[src/rtl/mem_sram_ctrl.sv]
// mem_sram_ctrl: sequences 32-bit MEM-stage loads/stores as two half-word accesses on a 16-bit async SRAM.
// The pipeline freezes on ~ready; every SRAM pin is driven from a register.
module mem_sram_ctrl #(
    parameter int          ADDR_W      = 18,
    parameter int          WAIT_CYCLES = 2,
    parameter logic [31:0] BASE_ADDR   = 32'd1024
) (
    input  logic              clk,
    input  logic              rst,
    input  logic              wr_en,
    input  logic              rd_en,
    input  logic [31:0]       addr,
    input  logic [31:0]       wdata,
    output logic [31:0]       rdata,
    output logic              ready,
    output logic [ADDR_W-1:0] sram_addr,
    output logic [15:0]       sram_dq_o,
    input  logic [15:0]       sram_dq_i,
    output logic              sram_dq_oe,
    output logic              sram_we_n,
    output logic              sram_oe_n
);
    localparam int CW = $clog2(WAIT_CYCLES + 1);

    typedef enum logic [1:0] {IDLE, LO, HI, DONE} state_t;

    state_t            state;
    logic [CW-1:0]     cnt;
    logic              op_wr;
    logic [ADDR_W-2:0] widx;
    logic [31:0]       wbuf;
    logic [31:0]       off;
    logic              req;
    logic              last;
    logic              unused_off;

    assign off        = addr - BASE_ADDR;
    assign unused_off = ^{off[31:ADDR_W+1], off[1:0]};
    assign req        = wr_en | rd_en;
    assign last       = cnt == CW'(WAIT_CYCLES - 1);
    assign ready      = (state == IDLE && !req) || state == DONE;

    // Pins change on the same edge as the state so they are valid for the whole LO/HI window.
    always_ff @(posedge clk) begin
        if (!rst) begin
            state      <= IDLE;
            cnt        <= '0;
            op_wr      <= 1'b0;
            widx       <= '0;
            wbuf       <= '0;
            rdata      <= '0;
            sram_addr  <= '0;
            sram_dq_o  <= '0;
            sram_dq_oe <= 1'b0;
            sram_we_n  <= 1'b1;
            sram_oe_n  <= 1'b1;
        end else begin
            case (state)
                IDLE: if (req) begin
                    op_wr      <= wr_en;
                    widx       <= off[ADDR_W:2];
                    wbuf       <= wdata;
                    cnt        <= '0;
                    state      <= LO;
                    sram_addr  <= {off[ADDR_W:2], 1'b0};
                    sram_dq_o  <= wdata[15:0];
                    sram_dq_oe <= wr_en;
                    sram_we_n  <= !wr_en;
                    sram_oe_n  <= wr_en;
                end
                LO: if (last) begin
                    if (!op_wr) rdata[15:0] <= sram_dq_i;
                    cnt       <= '0;
                    state     <= HI;
                    sram_addr <= {widx, 1'b1};
                    sram_dq_o <= wbuf[31:16];
                end else begin
                    cnt <= cnt + CW'(1);
                end
                HI: if (last) begin
                    if (!op_wr) rdata[31:16] <= sram_dq_i;
                    cnt        <= '0;
                    state      <= DONE;
                    sram_dq_oe <= 1'b0;
                    sram_we_n  <= 1'b1;
                    sram_oe_n  <= 1'b1;
                end else begin
                    cnt <= cnt + CW'(1);
                end
                default: state <= IDLE;
            endcase
        end
    end
endmodule

[config.mk]
export PLATFORM = sky130hd
export DESIGN_NAME = mem_sram_ctrl
export DESIGN_NICKNAME = d
export VERILOG_FILES = /design/src/rtl/mem_sram_ctrl.sv
export SDC_FILE = /design/constraint.sdc
export NUM_CORES = 1
export LEC_CHECK = 0
export CORE_MARGIN = 4
export CORE_UTILIZATION = 30
export CTS_CLUSTER_DIAMETER = 30
export CTS_CLUSTER_SIZE = 10
export DETAILED_ROUTE_END_ITERATION = 6
export GPL_ROUTABILITY_DRIVEN = 0
export MAX_ROUTING_LAYER = met4
export PLACE_DENSITY_LB_ADDON = 0.3
export SLEW_MARGIN = 20
export SYNTH_ARGS = -nofsm -noshare
export SYNTH_HDL_FRONTEND = slang
export SYNTH_SLANG_ARGS = --single-unit
[constraint.sdc]
create_clock -name clk -period 3.1 [get_ports clk]
set_input_delay 0.62 -clock clk [delete_from_list [all_inputs] [get_ports clk]]
set_output_delay 0.62 -clock clk [all_outputs]
set_load 0.02 [all_outputs]
==> results.md <==
* CTS tree: yes
* Finished Cell Area at around 6400 sq um
* Synth-to-Final Area Change at 38.6%
* Starting Density at 0.311
* Synthesized instance count at 510
* DRT Pass-1 Iters at 4
* Worst setup endpoint: ready
* Layout cells sized above 1 at 0.0474
* Setup crit start: state[0]$_SDFFE_PN0P_
* GRT overflow at 0
* Num CTS Buffers at 9
* Iter 0 DRT Violations at 165
* Ant. Diodes at 0
* Worst setup EP type: primary output
* R2R Path Start: state[0]$_SDFFE_PN0P_
* Ys Warns at 0
* EDFF count, synth at 0
* Status: completed
* Clock Path Buffers at 2
* Final hold violations at 0
* Largest net degree at the start of global routing at 64
* Dpl cell area at ~6100 sq um
* Leakage power at 2.54 nW
* Die Ht at 132 um
* CTS sink cnt at about 110
* WL per Instance at ~15 um
* Vias per cell at between 4 and 5
* CP max-delay cell: clkdlybuf4s50_1
* Routed WL at between 10 and 15 mm
* Setup violations, final at 0
* Residual DRC at 0
* Core area at 14800 sq um
* Global-route usage over all layers at 0.138
* Unrepaired setup endpoints after global routing: no
* Max Clock Skew at a little under 0.01 ns
* PostCTS Resize Cnt at 0
* Boundary pin count at roughly 150
* Worst Path Required at between 2 and 2.5 ns
* H-Tree Depth at 3
* Post-synth cell types at 45
* Final critical-path share of the clock period at 0.943
* Final WS setup at 0.176 ns
* Worst slew pin tran at ~0.7 ns
* Max-cap viol count at 0
* IO buf count at 138
* DR vias at 3948
* Pre-CTS WS at just over 0.2 ns
* Final ANT Viol Nets at 0
* Total nets after synthesis at 600
* Async SR Flop Fraction at 0
* Die area at about 17000 sq um
* Post-CTS Hold Fix Bufs at 0
* Row cnt at 44
* FF+latch count, synth at ~110
* Relative slew margins at 0.526
* Minimum clock period at 2.92 ns
* Worst R2R Path Depth at 5
* Reg2reg end: sram_addr[17]$_SDFFE_PN0P_
* Setup tns final at 0 ns
* Die width at around 130 um
* Number of global-route vias before repair at slightly below 4000
* Final core utilization at 0.431
* Ys flop type: dfxtp_1
* PwrDens at 847 nW/um^2
* Fin nets at between 700 and 800
* FF-to-FF setup slack at about 1.1 ns
* Fillers at 1434
* Fmax at between 300 and 400 MHz
* Clk pin slew, worst setup/hold paths at ~0.070 ns
* Post-synthesis cell area at 4590 sq um
* Crit-path max cell delay at around 0.60 ns
* Setup CP Type: flip-flop to primary output
* Register area share after synthesis at 0.466
* Avg Inst Size Synth at 9.01 sq um
* Crit-path cells: inv_1 -> ha_1 -> or3b_2 -> nand2b_1 -> clkdlybuf4s50_1
* Post-CTS Setup Inserts at 0
* Worst hold stages at 2
* Hold Path Origin: rdata[6]$_SDFFE_PN0P_
* Slew Limit Fails at 0
* DP HPWL at 8.19 mm
* Worst Hold Class: flip-flop to flip-flop
* Crit start category: flip-flop
* Initial antenna violation count at 0
* Global-route wire length before repair at between 15 and 20 mm
* Critical Path Fanout Max at 8
* Arr. time, crit path at approximately 2.3 ns
* Worst-skew pair later-pin latency at 0.35 ns
* Peak VDD IR at roughly 0.55 mV
* Root Driver: clkbuf_16
-- through the flow --
step                total power [mW]  hold slack (ns)  std cells
global route                    5.74            0.483        817
detailed placement              4.39            0.450        802
CTS                             5.47            0.460        817
floorplan                       3.50            0.443        510
finish                          5.39            0.460        817
global placement                4.35            0.444        802
-- area by class of cell --
cell class | instances | area [sq um] | area share
multi-input cells | 361 | 2240 | 0.352
flip-flops and latches | 107 | 2140 | 0.337
repair buffers | 146 | 1470 | 0.232
clock buffers | 11 | 233 | 0.0366
well taps | 184 | 230 | 0.0362
clock inverters | 4 | 28.8 | 0.00452
inverters | 4 | 15.0 | 0.00236
-- cell usage after synthesis, drive strengths merged (2+ instances only) --
| cell | number | area, sq um |
|---|---|---|
| a21boi | 60 | 450 |
| a21oi | 6 | 30.0 |
| a22oi | 2 | 20.0 |
| and2 | 2 | 12.5 |
| buf | 15 | 86.3 |
| clkbuf | 23 | 110 |
| dfxtp | 107 | 2140 |
| ha | 6 | 75.1 |
| inv | 4 | 15.0 |
| mux2i | 29 | 290 |
| nand2 | 156 | 586 |
| nand2b | 9 | 56.3 |
| nand3 | 3 | 15.0 |
| nand3b | 3 | 22.5 |
| nand4 | 3 | 18.8 |
| nor2 | 8 | 30.0 |
| nor2b | 9 | 56.3 |
| nor3 | 2 | 10.0 |
| nor3b | 3 | 27.5 |
| nor4 | 2 | 27.5 |
| o211a | 29 | 290 |
| o21ai | 12 | 63.8 |
| o221ai | 3 | 32.5 |
| xnor2 | 4 | 35.0 |
-- sequential cells by signal, summed over array words and instances, names as in the netlist --
register    cells
rdata          32
sram_addr      18
widx           17
sram_dq_o      16
wbuf           16
cnt             2
state           2
op_wr           1
sram_dq_oe      1
sram_oe_n       1
sram_we_n       1
-- worst min path at each step --
stage	end	slack [ns]
2_1_floorplan	wbuf[16]$_SDFFE_PN0P_	0.44
3_3_place_gp	rdata[6]$_SDFFE_PN0P_	0.44
3_5_place_dp	rdata[6]$_SDFFE_PN0P_	0.45
4_1_cts	rdata[6]$_SDFFE_PN0P_	0.46
5_1_grt	rdata[6]$_SDFFE_PN0P_	0.48
6_report	rdata[6]$_SDFFE_PN0P_	0.46
-- cell usage in the layout, fill, tap and decap left out, drive strengths merged, types with 2 or more instances in the layout --
cell,n
and2,2
clkbuf,11
nor2,8
a22oi,2
a21boi,60
nand4,3
clkinvlp,2
nand3,3
nand2b,9
clkdlybuf4s50,137
dfxtp,107
o211a,29
nor4,2
inv,4
xnor2,4
mux2i,29
o21ai,12
nand3b,3
nor3b,3
nand2,156
nor3,2
ha,6
a21oi,6
buf,9
o221ai,3
nor2b,9
clkinv,2
-- power breakdown --
group          total (mW)  switching [mW]  internal (mW)
clock                1.05           0.507          0.542
sequential           1.97           0.218           1.75
combinational        2.37            1.30           1.07
-- critical path, delay by kind of cell (launching register included) --
family                   cells  cell delay (ns)
adder cells (fa/ha/maj)      1             0.32
buffers and inverters        2             0.70
flip-flops                   1             0.35
AND/OR/NAND/NOR              2             0.60
-- cell families (layout without fill, tap and decap cells) --
group / Yosys count / in the layout / synth area share
and+or+nand+nor: 203 / 203 / 0.194
adders and majority gates: 6 / 6 / 0.0163
muxes: 29 / 29 / 0.0632
DFF: 107 / 107 / 0.466
buffers and inverters: 42 / 165 / 0.0460
AOI/OAI and AO/OA: 118 / 118 / 0.205
xor gates and xnor gates: 5 / 5 / 0.00953
-- routing by layer --
metal	track usage	vias up	wire length, um
met5	-	-	0
met4	0.0414	0	151
met3	0.0481	12	813
met2	0.217	130	5340
met1	0.167	1842	5600
li1	-	1964	-
Power figures use the tool's default switching activity.
